<file path="src/rtl/mips5_pkg.sv">
// rtl/mips5_pkg.sv - shared fetch-path constants and the buffered {pc, instr} entry type
package mips5_pkg;

    localparam int XLEN = 32;

    // First fetch address after reset unless the instantiating design overrides it.
    localparam logic [XLEN-1:0] RESET_PC_DEFAULT = 32'h0000_0000;

    // Encoding of a NOP; also the instruction value held by idle FIFO slots.
    localparam logic [XLEN-1:0] NOP_INSTR = 32'h0000_0000;

    typedef struct packed {
        logic [XLEN-1:0] pc;
        logic [XLEN-1:0] instr;
    } fetch_entry_t;

endpackage

</file>
<file path="src/rtl/prefetch_fifo.sv">
// rtl/prefetch_fifo.sv - synchronous FIFO of fetch entries with clear and same-cycle push/pop
module prefetch_fifo
    import mips5_pkg::*;
#(
    parameter int DEPTH = 4
) (
    input  logic                     clk,
    input  logic                     rst,
    input  logic                     push,
    input  fetch_entry_t             push_entry,
    input  logic                     pop,
    input  logic                     clear,
    output logic                     full,
    output logic                     empty,
    output logic [$clog2(DEPTH):0]   count,
    output fetch_entry_t             head
);

    localparam int AW = $clog2(DEPTH);
    localparam int CW = AW + 1;

    fetch_entry_t   mem_q [DEPTH];
    fetch_entry_t   mem_d [DEPTH];
    logic [AW-1:0]  wptr_q, wptr_d;
    logic [AW-1:0]  rptr_q, rptr_d;
    logic [CW-1:0]  count_q, count_d;
    logic           do_push, do_pop;

    assign empty   = (count_q == '0);
    assign full    = (count_q == CW'(DEPTH));
    assign count   = count_q;
    assign head    = mem_q[rptr_q];
    assign do_pop  = pop && !empty;
    // A pop frees the head slot in the same cycle, so a full FIFO may still accept.
    assign do_push = push && (!full || do_pop);

    // Next-state for storage and pointers; clear wins over any push or pop.
    always_comb begin
        mem_d   = mem_q;
        wptr_d  = wptr_q;
        rptr_d  = rptr_q;
        count_d = count_q;
        if (clear) begin
            wptr_d  = '0;
            rptr_d  = '0;
            count_d = '0;
        end else begin
            if (do_push) begin
                mem_d[wptr_q] = push_entry;
                wptr_d        = wptr_q + AW'(1);
            end
            if (do_pop) begin
                rptr_d = rptr_q + AW'(1);
            end
            count_d = count_q + CW'(do_push) - CW'(do_pop);
        end
    end

    // State registers; slots reset to zero so the head reads as 0 while empty after reset.
    always_ff @(posedge clk or posedge rst) begin
        if (rst) begin
            for (int i = 0; i < DEPTH; i++) begin
                mem_q[i] <= '{pc: '0, instr: NOP_INSTR};
            end
            wptr_q  <= '0;
            rptr_q  <= '0;
            count_q <= '0;
        end else begin
            mem_q   <= mem_d;
            wptr_q  <= wptr_d;
            rptr_q  <= rptr_d;
            count_q <= count_d;
        end
    end

    // The upstream credit scheme must never push into a full FIFO without a pop.
    always_ff @(posedge clk) begin
        if (!rst && !clear) begin
            assert (!(push && full && !pop));
        end
    end

endmodule

</file>
<file path="src/rtl/if_prefetch_buffer.sv">
// rtl/if_prefetch_buffer.sv - in-order imem prefetcher with credit-limited issue, FIFO and redirect flush
module if_prefetch_buffer
    import mips5_pkg::*;
#(
    parameter int          DEPTH           = 4,
    parameter int          MAX_OUTSTANDING = 2,
    parameter logic [31:0] RESET_PC        = RESET_PC_DEFAULT
) (
    input  logic        clk,
    input  logic        rst,
    output logic        imem_req_valid,
    output logic [31:0] imem_req_addr,
    input  logic        imem_req_ready,
    input  logic        imem_rsp_valid,
    input  logic [31:0] imem_rsp_data,
    output logic        fetch_valid,
    output logic [31:0] fetch_pc,
    output logic [31:0] fetch_instr,
    input  logic        fetch_ready,
    input  logic        redirect_valid,
    input  logic [31:0] redirect_pc
);

    localparam int             CW      = $clog2(DEPTH) + 1;
    localparam logic [CW:0]    DEPTH_W = (CW+1)'(DEPTH);
    localparam logic [CW-1:0]  MAXO_W  = CW'(MAX_OUTSTANDING);

    logic [31:0]   next_pc_q, next_pc_d;
    logic [31:0]   rsp_pc_q, rsp_pc_d;
    logic [CW-1:0] outstanding_q, outstanding_d;
    logic [CW-1:0] discard_q, discard_d;

    logic [CW-1:0] fifo_count;
    logic          fifo_full, fifo_empty, fifo_pop;
    fetch_entry_t  fifo_head, push_entry;
    logic [CW:0]   in_use;
    logic          credit_ok, req_fire, rsp_accept, rsp_drop, rsp_push;
    logic          redirect_pc_unused;

    // Word alignment is forced on redirect, so the low target bits are never consumed.
    assign redirect_pc_unused = ^redirect_pc[1:0];

    // Credits use registered counts only: every outstanding request owns a FIFO slot.
    assign in_use    = {1'b0, fifo_count} + {1'b0, outstanding_q};
    assign credit_ok = (in_use < DEPTH_W) && (outstanding_q < MAXO_W);

    assign imem_req_valid = !rst && !redirect_valid && credit_ok;
    assign imem_req_addr  = rst ? '0 : next_pc_q;
    assign req_fire       = imem_req_valid && imem_req_ready;

    // Responses with nothing outstanding are strays (e.g. from before a reset).
    assign rsp_accept = imem_rsp_valid && (outstanding_q != '0);
    assign rsp_drop   = rsp_accept && (discard_q != '0);
    assign rsp_push   = rsp_accept && (discard_q == '0);
    assign push_entry = '{pc: rsp_pc_q, instr: imem_rsp_data};

    assign fetch_valid = !fifo_empty;
    assign fetch_pc    = fifo_head.pc;
    assign fetch_instr = fifo_head.instr;
    assign fifo_pop    = fetch_valid && fetch_ready;

    prefetch_fifo #(
        .DEPTH (DEPTH)
    ) u_fifo (
        .clk        (clk),
        .rst        (rst),
        .push       (rsp_push),
        .push_entry (push_entry),
        .pop        (fifo_pop),
        .clear      (redirect_valid),
        .full       (fifo_full),
        .empty      (fifo_empty),
        .count      (fifo_count),
        .head       (fifo_head)
    );

    // PC counters and credit/discard bookkeeping; a redirect reloads both PCs and
    // turns every request still unanswered after this cycle into a pending discard.
    always_comb begin
        next_pc_d     = next_pc_q;
        rsp_pc_d      = rsp_pc_q;
        outstanding_d = outstanding_q + CW'(req_fire) - CW'(rsp_accept);
        discard_d     = discard_q - CW'(rsp_drop);
        if (req_fire) begin
            next_pc_d = next_pc_q + 32'd4;
        end
        if (rsp_push) begin
            rsp_pc_d = rsp_pc_q + 32'd4;
        end
        if (redirect_valid) begin
            next_pc_d = {redirect_pc[31:2], 2'b00};
            rsp_pc_d  = {redirect_pc[31:2], 2'b00};
            discard_d = outstanding_d;
        end
    end

    // Control state registers; reset abandons all in-flight requests.
    always_ff @(posedge clk or posedge rst) begin
        if (rst) begin
            next_pc_q     <= RESET_PC;
            rsp_pc_q      <= RESET_PC;
            outstanding_q <= '0;
            discard_q     <= '0;
        end else begin
            next_pc_q     <= next_pc_d;
            rsp_pc_q      <= rsp_pc_d;
            outstanding_q <= outstanding_d;
            discard_q     <= discard_d;
        end
    end

    // Discards are a subset of outstanding requests, which are bounded by the credit limit.
    always_ff @(posedge clk) begin
        if (!rst) begin
            assert (outstanding_q <= MAXO_W);
            assert (discard_q <= outstanding_q);
        end
    end

    // Exactly one of drop/push per accepted response.
    always_ff @(posedge clk) begin
        if (!rst) begin
            assert (!(rsp_drop && rsp_push));
        end
    end

endmodule

</file>
<file path="config.mk">
export PLATFORM = sky130hd
export DESIGN_NAME = if_prefetch_buffer
export DESIGN_NICKNAME = d
export VERILOG_FILES = /design/src/rtl/mips5_pkg.sv /design/src/rtl/prefetch_fifo.sv /design/src/rtl/if_prefetch_buffer.sv
export SDC_FILE = /design/constraint.sdc
export NUM_CORES = 1
export LEC_CHECK = 0
export ABC_AREA = 1
export BUFFER_PORTS_ARGS = -buffer_cell sky130_fd_sc_hd__buf_2
export CAP_MARGIN = 20
export CORE_ASPECT_RATIO = 1.2
export CORE_UTILIZATION = 56
export CTS_BUF_LIST = sky130_fd_sc_hd__clkbuf_4 sky130_fd_sc_hd__clkbuf_8
export DETAILED_ROUTE_END_ITERATION = 10
export GPL_TIMING_DRIVEN = 0
export MAX_ROUTING_LAYER = met4
export PLACE_DENSITY = 0.88
export SYNTH_ARGS = -nofsm -noshare
export SYNTH_HDL_FRONTEND = slang
export SYNTH_HIERARCHICAL = 1
export SYNTH_SLANG_ARGS = --single-unit
</file>
<file path="constraint.sdc">
create_clock -name clk -period 7.5 [get_ports clk]
set_input_delay 0.75 -clock clk [delete_from_list [all_inputs] [get_ports clk]]
set_output_delay 0.75 -clock clk [all_outputs]
set_load 0.02 [all_outputs]
</file>
; ---- Yosys cells after proc, flatten, opt, wreduce, memory -nomap -nowiden
; Index checks and enable logic that the tools add are counted.
[totals]
regBits = 333
input_bits = 70
out_inout_bits = 98
[op_classes]
muxes = 17
magnitude_cmp = 5
bitwise = 3
n_eq_ne = 1
n_addsub = 10
n_reduce_logical = 25
[op_table]
columns = op, count
row1 = $bwmux W256, 1
row2 = $mux W64, 3
row3 = $mux W32, 5
row4 = $bmux W64 S2, 1
row5 = $demux W64 S2, 1
row6 = $add A32 B3 Y32 const B, 2
row7 = $logic_and A1 B1 Y1, 11
row8 = $sub A3 B1 Y3, 3
row9 = $mux W2, 4
row10 = $reduce_bool A2 Y1, 4
row11 = $add A3 B1 Y3, 2
row12 = $ge A3 B3 Y1 const B, 2
row13 = $logic_not A3 Y1, 2
row14 = $mux W3, 2
row15 = $not A2 Y3, 2
row16 = $reduce_bool A3 Y1, 2
row17 = $add A2 B1 Y2 const B, 2
row18 = $add A3 B3 Y4, 1
row19 = $logic_not A1 Y1, 4
row20 = $lt A4 B3 Y1 const B, 1
row21 = $eq A3 B3 Y1 const B, 1
row22 = $lt A3 B1 Y1 const B, 1
row23 = $lt A3 B2 Y1 const B, 1
row24 = $reduce_and A2 Y1, 1
row25 = other kinds (2), 2

; ---- Longest topological paths before layout
; Gate-level depths: netlist of run 1.
[depth]
depth_word = 9
ltp_mapped = 14
mapped_depth_nobuf = 14

; ---- Hierarchy
; The synthesis of run 1 kept the hierarchy.
[modules_own_cells]
columns = mod, area_each_um2, n_inst, seq_area_each_um2, cells_each
row1 = prefetch_fifo, 11951.5, 1, 6581.3, 1500
row2 = if_prefetch_buffer, 4850.9, 1, 1651.6, 785

; ---- Least setup slack after synthesis of run 1
; No wires, ideal clock.
[synth_path]
path_kind = input-to-reg
start = in redirect_valid
end = reg discard_q[2]
t_required_ns = 7.365
t_arrival_ns = 2.660
stages = 12
slack_ns = 4.705
path_cell_list = inv_2 -> nand3_1 -> nor2_2 -> nand2_2 -> buf_2 -> ha_1 -> inv_1 -> ha_1 -> fa_1 -> xnor2_1 -> nand2_1 -> o21ai_0
[synth_via]
elab_chain_len = 7
[synth_rtl]
columns = element, line_no
row1 = from (decl), if_prefetch_buffer.sv:20  ; input logic redirect_valid,
row2 = $logic_not A1 Y1, --
row3 = $logic_and A1 B1 Y1, --
row4 = $logic_and A1 B1 Y1, if_prefetch_buffer.sv:47  ; assign imem_req_valid = !rst && !redirect_valid && credit_ok;
row5 = via imem_req_valid, if_prefetch_buffer.sv:11  ; output logic imem_req_valid,
row6 = $logic_and A1 B1 Y1, if_prefetch_buffer.sv:49  ; assign req_fire = imem_req_valid && imem_req_ready;
row7 = $add A3 B1 Y3, if_prefetch_buffer.sv:82  ; outstanding_d = outstanding_q + CW'(req_fire) - CW'(rsp_accept);
row8 = $sub A3 B1 Y3, if_prefetch_buffer.sv:82
row9 = via outstanding_d[2], if_prefetch_buffer.sv:30  ; logic [CW-1:0] outstanding_q, outstanding_d;
row10 = $mux W3, if_prefetch_buffer.sv:90  ; if (redirect_valid) begin
row11 = via discard_d[2], if_prefetch_buffer.sv:31  ; logic [CW-1:0] discard_q, discard_d;
row12 = to (signal assigned), if_prefetch_buffer.sv:108  ; discard_q <= discard_d;
row13 = to (decl), if_prefetch_buffer.sv:31
; The timed path passes the listed nets, and every way through them passes these cells.
; A chain may end at the register's enable or synchronous reset.

; ---- Worst setup path after layout of run 1
[layout_path]
start = reg u_fifo.rptr_q[0]
end = out fetch_pc[14]
[layout_via]
elab_chain_len = 4
[layout_rtl]
columns = element, line_no
row1 = from (decl), prefetch_fifo.sv:25  ; logic [AW-1:0] rptr_q, rptr_d;
row2 = from (signal assigned), prefetch_fifo.sv:71  ; rptr_q <= rptr_d;
row3 = $not A2 Y3 (implied by the code), prefetch_fifo.sv:32  ; assign head = mem_q[rptr_q];
row4 = $bmux W64 S2, prefetch_fifo.sv:32
row5 = $mux W64 (implied by the code) (2 in series), prefetch_fifo.sv:32
row6 = to (decl), if_prefetch_buffer.sv:17  ; output logic [31:0] fetch_pc,
; No other way between the ends. The select of a mux whose other input is x is not followed.

==> impl_results.md, run 1 <==
- Yosys warning count: 6
- Quantity of gates resized following cts: 0
- Number of buffers inserted for hold repair after clock tree synthesis: 0
- Clock insertion delay at the later pin of the skew report: 0.63 ns
- Initial antenna violation count: 0
- Post-Synthesis Cell Area: 16800 µm²
- Synthesized instance count: 2284
- Clock-pin transition on the worst setup and hold timing paths: 0.06 ns
- CTS tree: done
- Post-detail-place hpwl: 34830 µm
- Category of the most critical setup path: register to primary output
- Sum of internal, switching and leakage power: 5.910 mW
- Number of placed instances with taps included: 2853
- Drt first pass iters: 6
- Number of nets in the final layout: 2606
- Max-Cap Viols: 0
- Layout cells sized above 1: 13.35%
- Arrival time reported for the critical path endpoint: 2.63 ns
- Area delta synth->final: 15.85%
- Cell Count, Final, Fillers Out: 2951
- Post-CTS Setup Inserts: 0
- Highest Clock Rate: 296.0 MHz
- Highest cell delay on the worst timing path: 0.49 ns
- CP endpoint kind: primary output
- Input/output buffers: 163
- Worst-path cell chain: inv_1 > buf_2 > clkbuf_1 > nor2_1 > o22ai_1 > buf_2
- Die X: 160.1 µm
- CP Data Required Time: 6.75 ns
- Time the final worst path needs with I/O delays and setup: 3.378 ns
- Gp weighted congestion: 0.9818
- Part of the cycle the worst path needs: 45.04%
- H-tree lvl count: 2
- Number of hold-slack violations in the final timing report: 0
- Worst-case clock buffer depth: 3
- Die Y: 191.7 µm
- Power density over the cells: 303.7 nW/µm²
- Unrepaired setup endpoints after global routing: false
- Row cnt: 69
- Final routed wirelength across all metal layers: 50500 µm
- Total clock buffers created by CTS: 54
- Worst Hold Class: input pin to register
- Initial drt markers: 1600
- TritonCTS Sinks: 329
- Largest net degree at the start of global routing: 67
- WL per Instance: 17.11 µm
- Mean area per synthesized cell: 7.354 µm²
- Aggregate global-route resource usage: 34.60%
- Outcome: finished clean
- Final setup violation count: 0
- Setup Total Neg Slack: 0 ns
- Final ANT Viol Nets: 0
- Total leakage power: 10.83 nW
- Final hold slack: 0.3797 ns
- Number of diodes added for antenna fixing: 0
- Vias in the first global route: 16444
- First-pass GRT wire length: 81390 µm
- Effective utilization at floorplan: 56.89%
- Via density per instance: 5.639
- IR drop worst, VDD: 0.0001856 V
- Maximum fanout count along the critical path: 10
- Worst clock skew: 0.02566 ns
- I/O pin count: 168
- Remaining design rule violation count: 0
- Slowest stage cell on the critical path: clkbuf_1
- Leftover overflow at the end of global routing: 0
- Worst Tran Pin Value: 0.8623 ns
- Core region area: 29530 µm²
- Die Outline Area: 30690 µm²
- Headroom to the max-slew limit: 42.51%
- Number of vias after detailed routing: 16641
- Total count of max-transition violations in the final report: 0
- Critical path launch point type: register
- CTS root buffer: clkbuf_8
- Dominant cell type by count on the critical path: buf_2
per-stage QoR:
step	worst slack (ns)	util (%)	instance area, µm²
2_1_floorplan	3.280	-	16830
3_3_place_gp	1.846	61.43	18140
3_5_place_dp	4.170	61.94	18290
4_1_cts	4.184	65.91	19460
5_1_grt	4.021	65.91	19460
6_report	4.122	65.91	19460
path summary, 6_finish.rpt:
kind | start | end | slack [ns] | cells after the start
min in group asynchronous | rst | u_fifo/mem_q[57] | 0.39 | 2
hold reg to reg | u_fifo/mem_q[76] | u_fifo/mem_q[76] | 0.48 | 2
setup reg to reg | u_fifo/count[1] | discard_q[2] | 4.63 | 13
max in group asynchronous | rst | u_fifo/mem_q[33] | 5.93 | 5
setup / recovery | u_fifo/rptr_q[0] | fetch_pc[14] | 4.12 | 6
hold / removal | imem_rsp_data[3] | u_fifo/mem_q[195] | 0.38 | 3
per-layer routing:
metal	wire (µm)	GRT usage, %
met5	0	-
met4	2382	19.71
met3	4397	5.787
met2	24590	57.44
met1	19130	40.01
layout make-up:
class | instances | area [µm²]
repair buffers | 170 | 963.4
well taps | 390 | 488.0
inverters | 119 | 455.4
fillers | 2429 | 10070
clock buffers | 86 | 1077
multi-input cells | 1735 | 7512
flip-flops and latches | 329 | 8233
clock inverters | 12 | 93.84
plain buffers | 110 | 636.9
worst max-delay path, delay by kind of cell (launching register included):
family                 cells  cell delay [ns]
AOI/OAI and AO/OA          1             0.37
buffers and inverters      4             1.13
DFF                        1             0.43
and+or+nand+nor            1             0.08
placed cells by master, fill, tap and decap left out, drive strengths merged:
master and instances:
a21boi 1, a21oi 8, a31oi 2, and3 1, buf 217, bufinv 1, clkbuf 149, clkinv 9
clkinvlp 3, conb 10, dfrtp 329, fa 2, ha 15, inv 118, nand2 1068, nand3 99
nand3b 5, nand4 10, nor2 262, nor3 7, o211ai 6, o21ai 157, o21bai 4, o22ai 64
or2 3, xnor2 3, xor2 8
state kept, by name, indices dropped and copies added, names as in the netlist:
name	flops
u_fifo/mem_q	256
next_pc_q	30
rsp_pc_q	30
discard_q	3
outstanding_q	3
u_fifo/count	3
u_fifo/rptr_q	2
u_fifo/wptr_q	2
power by group:
part	internal, mW	leakage, nW	switching, mW	total, mW
logic	0.595	5.84	1.11	1.70
registers	2.19	4.37	0.325	2.52
clock network	0.944	0.625	0.742	1.69
total	3.73	10.8	2.18	5.91
Power figures use the tool's default switching activity.
==> run 2, diff against run 1 <==
--- a/config.mk
+++ b/config.mk
@@ -9,12 +9,12 @@
 export BUFFER_PORTS_ARGS = -buffer_cell sky130_fd_sc_hd__buf_2
 export CAP_MARGIN = 20
 export CORE_ASPECT_RATIO = 1.2
-export CORE_UTILIZATION = 56
+export CORE_UTILIZATION = 60
 export CTS_BUF_LIST = sky130_fd_sc_hd__clkbuf_4 sky130_fd_sc_hd__clkbuf_8
 export DETAILED_ROUTE_END_ITERATION = 10
 export GPL_TIMING_DRIVEN = 0
 export MAX_ROUTING_LAYER = met4
-export PLACE_DENSITY = 0.88
+export PLACE_DENSITY = 0.9
 export SYNTH_ARGS = -nofsm -noshare
 export SYNTH_HDL_FRONTEND = slang
 export SYNTH_HIERARCHICAL = 1
==> constraint.sdc (replaced) <==
create_clock -name clk -period 3.3 [get_ports clk]
set_input_delay 0.33 -clock clk [delete_from_list [all_inputs] [get_ports clk]]
set_output_delay 0.33 -clock clk [all_outputs]
set_load 0.02 [all_outputs]
==> run 2 against run 1 <==
Effect of this change: die area fell by 6.6%; worst setup slack got worse by 3.7 ns; highest routed layer unchanged; global-route usage rose by 3.3 points; largest power group unchanged; clock skew fell by 0.0024 ns; sequential share of layout area fell by 0.52 points; largest cell class unchanged; cell area rose by 1.2%.
==> impl_results.md, run 2 (same netlist as run 1, synthesis figures left out) <==
- Outcome: finished clean
- Combinational cell fraction of total power: 29.6% (+0.8 points)
- Critical path launch point type: register
- Post-CTS Setup Inserts: 0 (unchanged)
- Input/output buffers: 163 (unchanged)
- Category of the most critical setup path: register to primary output
- Via density per instance: 5.777 (+2.4%)
- DR WL met3: 4921 µm (+12%)
- Design internal power: 8.416 mW (+130%)
- Total count of max-transition violations in the final report: 0 (unchanged)
- Number of buffers inserted for hold repair after clock tree synthesis: 37 (+37)
- Worst clock skew: 0.02324 ns (-0.002418 ns)
- WL per Instance: 17.43 µm (+1.8%)
- Total leakage power: 10.93 nW (+0.91%)
- CTS tree: done
- Gp weighted congestion: 1.033 (+5.2%)
- Arrival time reported for the critical path endpoint: 2.57 ns (-0.06 ns)
- Unrepaired setup endpoints after global routing: false
- Terminus of the critical flop-to-flop path: discard_q[2]
- Row cnt: 66 (-4.3%)
- CP delay by family, top: buffers and inverters
- Drt first pass iters: 7 (+1)
- TritonCTS Sinks: 329 (unchanged)
- Highest metal layer used by the detailed router: met4
- Effective utilization at floorplan: 61.45% (+4.6 points)
- Initial antenna violation count: 0 (unchanged)
- CP Data Required Time: 2.97 ns (-3.78 ns)
- Slowest stage cell on the critical path: clkbuf_1
- Layout cells sized above 1: 12.83% (-0.53 points)
- Most frequent cells in the layout: nand2_1, dfrtp_1, nor2_1
- Max-Cap Viols: 0 (unchanged)
- Quantity of gates resized following cts: 0 (unchanged)
- Cell Count, Final, Fillers Out: 2962 (+0.37%)
- Die Y: 185.3 µm (-3.4%)
- Most common library cell in the layout ignoring fill and taps: nand2_1
- Final hold slack: 0.03626 ns (-0.3434 ns)
- Reg2reg setup slack: 0.47 ns (-4.16 ns)
- Remaining design rule violation count: 0 (unchanged)
- Largest register FFs: 256 (unchanged)
- Leftover overflow at the end of global routing: 0 (unchanged)
- Routed length on met1: 18600 µm (-2.8%)
- Setup crit start: u_fifo/rptr_q[0]
- Final ANT Viol Nets: 0 (unchanged)
- Number of hold-slack violations in the final timing report: 0 (unchanged)
- Worst Hold Class: input pin to register
- Part of the cycle the worst path needs: 87.89%
- Area delta synth->final: 17.29%
- Number of placed instances with taps included: 2836 (-0.60%)
- Post-detail-place hpwl: 34320 µm (-1.5%)
- Filler instances: 2038 (-16%)
- Switching power share of the total: 36.98% (+0.16 points)
- Final setup violation count: 0 (unchanged)
- Total clock buffers created by CTS: 51 (-5.6%)
- H-tree lvl count: 2 (unchanged)
- CP endpoint kind: primary output
- Biggest registers after layout: u_fifo/mem_q (256), next_pc_q (30), rsp_pc_q (30)
- Time the final worst path needs with I/O delays and setup: 2.900 ns
- Highest cell delay on the worst timing path: 0.49 ns (about the same)
- Vias in the first global route: 17043 (+3.6%)
- Clock insertion delay at the later pin of the skew report: 0.59 ns (-0.04 ns)
- Clock-pin transition on the worst setup and hold timing paths: 0.07 ns (about the same)
- Count of buffer and inverter cells on the critical path: 4 (unchanged)
- Number of nets in the final layout: 2639 (+1.3%)
- Share of power burned in the clock network: 27.4% (-1.1 points)
- First-pass GRT wire length: 82610 µm (+1.5%)
- Worst-case clock buffer depth: 3 (unchanged)
- Highest Clock Rate: 344.8 MHz
- Largest reg by FF count: u_fifo/mem_q
- Largest net degree at the start of global routing: 67 (unchanged)
- Total length of routed met2 wires: 25110 µm (+2.1%)
- Maximum fanout count along the critical path: 10 (unchanged)
- Core region area: 27330 µm² (-7.4%)
- Sequential fraction of design power: 43.0% (+0.4 points)
- Aggregate global-route resource usage: 37.91% (+3.3 points)
- Die X: 154.7 µm (-3.3%)
- Share of the core filled with cells: 72.08% (+6.2 points)
- I/O pin count: 168 (unchanged)
- Dominant cell type by count on the critical path: buf_2
- CTS root buffer: clkbuf_8
- IR drop worst, VDD: 0.0003864 V (+110%)
- Net load switching power: 4.938 mW (+130%)
- Setup Total Neg Slack: 0 ns (unchanged)
- Worst Tran Pin Value: 0.8677 ns (+0.005437 ns)
- Initial drt markers: 2152 (+35%)
- Final routed wirelength across all metal layers: 51630 µm (+2.2%)
- Power density over the cells: 677.8 nW/µm² (+120%)
- Worst reg2reg startpoint: u_fifo/count[2]
- R2R depth: 13 (unchanged)
- End point of the critical path: fetch_pc[16]
- Die Outline Area: 28670 µm² (-6.6%)
- Number of vias after detailed routing: 17112 (+2.8%)
- Sum of internal, switching and leakage power: 13.35 mW (+130%)
- Number of diodes added for antenna fixing: 0 (unchanged)
- Headroom to the max-slew limit: 42.15% (-0.36 points)
- Worst-path cell chain: inv_1 > buf_2 > clkbuf_1 > nor2_1 > o22ai_1 > buf_2
- Count of cell instances traversed by the critical path: 6 (unchanged)
[run 2: per-stage QoR]
step	instance area [µm²]	worst slack, ns
final	19700	0.3996
after global routing	19700	0.2957
after detailed placement	18240	0.4067
after CTS	19700	0.4540
after global placement	18120	-1.927
after floorplan	16830	-0.4995
[run 2: worst reg2reg max path: stages (launching register included)]
cell and delay, ns:
dfrtp_1 0.44, ha_1 0.29, nor2_1 0.08, nand3_1 0.09
nor2_2 0.17, nand2_2 0.15, buf_2 0.25, ha_1 0.31
inv_1 0.04, ha_1 0.18, fa_1 0.37, xnor2_1 0.21
nand2_1 0.06, o21ai_0 0.10
[run 2: routing by layer]
metal	vias to the layer above	GRT usage, %
met4	0	24.40
met2	1142	63.33
met3	276	6.598
li1	7708	-
met1	7986	42.23
met5	-	-
[run 2: final cells by class]
cell class,count,area [µm²],area share (%)
Clock inverter,9,101.3,0.5144
Tap cell,374,467.9,2.375
Inverter,119,455.4,2.312
Clock buffer,80,988.4,5.017
Timing Repair Buffer,206,1306,6.630
Sequential cell,329,8233,41.79
Multi-Input combinational cell,1735,7512,38.13
Buffer,110,636.9,3.233
[run 2: power groups by stage]
stage / logic (mW) / registers [mW] / clock network (mW)
6_report: 3.95 / 5.74 / 3.67
5_1_grt: 4.35 / 5.83 / 3.87
4_1_cts: 3.87 / 5.69 / 3.69
3_5_place_dp: 3.80 / 5.74 / 0
3_3_place_gp: 3.65 / 5.70 / 0
2_1_floorplan: 2.68 / 5.53 / 0
[run 2: worst min-delay path by stage]
stage                                  from                 to  slack (ns)  cells after the start
after floorplan              redirect_valid    u_fifo/count[0]        0.40                      1
after global routing         redirect_pc[4]        rsp_pc_q[4]        0.03                      3
after global placement    u_fifo/mem_q[171]  u_fifo/mem_q[171]        0.46                      2
after detailed placement  u_fifo/mem_q[141]  u_fifo/mem_q[141]        0.46                      2
final                       redirect_pc[13]      next_pc_q[13]        0.04                      3
after CTS                   redirect_pc[11]       rsp_pc_q[11]       0.003                      3
==> run 3, diff against run 2 <==
==> constraint.sdc (replaced) <==
create_clock -name clk -period 3.3 [get_ports clk]
set_input_delay 0.66 -clock clk [delete_from_list [all_inputs] [get_ports clk]]
set_output_delay 0.66 -clock clk [all_outputs]
set_load 0.02 [all_outputs]
==> run 3 against run 2 <==
Effect of this change: sequential power hardly changed; fmax decreased by 9.5%; hold slack improved by 0.27 ns; largest cell class unchanged; cell area shrank 1.9%; critical path depth stayed put; clock-buffer cell count unchanged; worst setup slack got worse by 0.30 ns; clock power about the same; sequential cell count is the same; routed wire length is 3.8% lower; first-iteration DRC count decreased by 16%; register-to-register slack is essentially flat.
==> impl_results.md, run 3 (same netlist as run 1, synthesis figures left out) <==
- Outcome: finished clean
- Quantity of gates resized following cts: 0 (unchanged)
- Post-CTS Setup Inserts: 0 (unchanged)
- Most frequent cells in the layout: nand2_1, dfrtp_1, nor2_1
- Number of buffers inserted for hold repair after clock tree synthesis: 0 (-100%)
- Number of vias after detailed routing: 16610 (-2.9%)
- Setup Total Neg Slack: 0 ns (unchanged)
- Core region area: 27330 µm² (unchanged)
- Largest net degree at the start of global routing: 67 (unchanged)
- Final ANT Viol Nets: 0 (unchanged)
- IR drop worst, VDD: 0.0003569 V (-7.6%)
- Final hold slack: 0.3112 ns (+0.2750 ns)
- Total leakage power: 10.77 nW (-1.4%)
- CTS tree: done
- Dominant cell type by count on the critical path: buf_2
- Leftover overflow at the end of global routing: 0 (unchanged)
- Filler instances: 2097 (+2.9%)
- Share of the core filled with cells: 70.73% (-1.3 points)
- Initial drt markers: 1815 (-16%)
- Area delta synth->final: 15.10%
- Headroom to the max-slew limit: 41.92% (-0.23 points)
- Layout cells sized above 1: 13.01% (+0.19 points)
- Maximum fanout count along the critical path: 10 (unchanged)
- Vias in the first global route: 16521 (-3.1%)
- Total count of max-transition violations in the final report: 0 (unchanged)
- Gp weighted congestion: 1.033 (unchanged)
- Row cnt: 66 (unchanged)
- Time the final worst path needs with I/O delays and setup: 3.204 ns (+0.3038 ns)
- Sum of internal, switching and leakage power: 13.25 mW (-0.76%)
- Final routed wirelength across all metal layers: 49650 µm (-3.8%)
- Highest Clock Rate: 312.1 MHz (-9.5%)
- Slowest stage cell on the critical path: clkbuf_1
- Initial antenna violation count: 0 (unchanged)
- Largest register FFs: 256 (unchanged)
- Drt first pass iters: 6 (-1)
- Die X: 154.7 µm (unchanged)
- I/O pin count: 168 (unchanged)
- Effective utilization at floorplan: 61.45% (unchanged)
- Via density per instance: 5.677 (-1.7%)
- First-pass GRT wire length: 79600 µm (-3.6%)
- TritonCTS Sinks: 329 (unchanged)
- Number of nets in the final layout: 2602 (-1.4%)
- Category of the most critical setup path: register to primary output
- CTS root buffer: clkbuf_8
- Input/output buffers: 163 (unchanged)
- Worst-case clock buffer depth: 3 (unchanged)
- Power density over the cells: 685.5 nW/µm² (+1.1%)
- Largest reg by FF count: u_fifo/mem_q
- Number of hold-slack violations in the final timing report: 0 (unchanged)
- WL per Instance: 16.97 µm (-2.6%)
- Aggregate global-route resource usage: 36.44% (-1.5 points)
- H-tree lvl count: 2 (unchanged)
- Setup ws final: 0.09580 ns (-0.3038 ns)
- Max-Cap Viols: 0 (unchanged)
- Worst setup slack after placement: 0.07669 ns (-0.3300 ns)
- Most common library cell in the layout ignoring fill and taps: nand2_1
- Arrival time reported for the critical path endpoint: 2.54 ns (-0.03 ns)
- Highest cell delay on the worst timing path: 0.45 ns (-0.04 ns)
- CP Data Required Time: 2.64 ns (-0.33 ns)
- Clock-pin transition on the worst setup and hold timing paths: 0.07 ns (about the same)
- Unrepaired setup endpoints after global routing: false
- Worst Hold Class: input pin to register
- Total clock buffers created by CTS: 51 (unchanged)
- Die Y: 185.3 µm (unchanged)
- Final setup violation count: 0 (unchanged)
- Clock insertion delay at the later pin of the skew report: 0.60 ns (about the same)
- Worst-path cell chain: inv_1 > buf_2 > clkbuf_1 > o21ai_0 > o22ai_1 > buf_2
- Part of the cycle the worst path needs: 97.10% (+9.2 points)
- Remaining design rule violation count: 0 (unchanged)
- Post-detail-place hpwl: 34320 µm (unchanged)
- Critical path launch point type: register
- Die Outline Area: 28670 µm² (unchanged)
- Biggest registers after layout: u_fifo/mem_q (256), next_pc_q (30), rsp_pc_q (30)
- CP endpoint kind: primary output
- Worst Tran Pin Value: 0.8712 ns (+0.003474 ns)
- Worst clock skew: 0.02605 ns (+0.002803 ns)
==> run 3: cell count changes in the layout (fill, tap and decap cells not counted), sizes merged <==
cell | before | now
diode | 0 | 1
dlygate4sd3 | 37 | 0
==> run 3: path summary, 6_finish.rpt <==
| check | from | endpoint | slack [ns] | cells after the start |
|---|---|---|---|---|
| setup / recovery | u_fifo/rptr_q[0] | fetch_pc[16] | 0.1 | 6 |
| hold / removal | imem_rsp_data[31] | u_fifo/mem_q[31] | 0.31 | 3 |
| setup reg to reg | u_fifo/count[2] | discard_q[2] | 0.46 | 13 |
| hold reg to reg | u_fifo/mem_q[120] | u_fifo/mem_q[120] | 0.48 | 2 |
| max in group asynchronous | rst | u_fifo/mem_q[219] | 2.02 | 4 |
| min in group asynchronous | rst | u_fifo/mem_q[188] | 0.32 | 2 |
==> run 3: layout make-up <==
cell class | count | area (µm²) | share of cell area [%]
Antenna cell | 1 | 2.502 | 0.01294
Buffer | 110 | 636.9 | 3.294
Clock buffer | 80 | 988.4 | 5.113
Clock inverter | 9 | 101.3 | 0.5242
Inverter | 119 | 455.4 | 2.356
Multi-Input combinational cell | 1735 | 7512 | 38.86
Sequential cell | 329 | 8233 | 42.58
Tap cell | 374 | 467.9 | 2.420
Timing Repair Buffer | 169 | 935.9 | 4.841
==> run 3: per-stage QoR <==
stage | instances | area, µm²
6_report | 2926 | 19330
3_3_place_gp | 2830 | 18120
3_5_place_dp | 2836 | 18240
2_1_floorplan | 2293 | 16830
5_1_grt | 2925 | 19330
4_1_cts | 2925 | 19330
==> run 3: routing by layer <==
metal,part of all wire (%),wire length [µm],up-vias,track usage [%]
met5,0,0,-,-
met4,4.9,2450,0,22.81
met3,8.9,4429,185,5.639
met2,49,24400,1016,61.12
met1,37,18370,7776,41.09
li1,-,-,7633,-
==> run 3: report_power, final <==
part           total (mW)  switching, mW  leakage (nW)  internal, mW
clock                3.66           1.61         0.581          2.05
combinational        3.87           2.52          5.82          1.35
sequential           5.72          0.735          4.37          4.99
==> run 3: critical path, delay by kind of cell, from the launching register on <==
| kind | cells | cell delay (ns) |
|---|---|---|
| buffers and inverters | 4 | 1.05 |
| AO/OA/AOI/OAI | 2 | 0.47 |
| flip-flops | 1 | 0.43 |
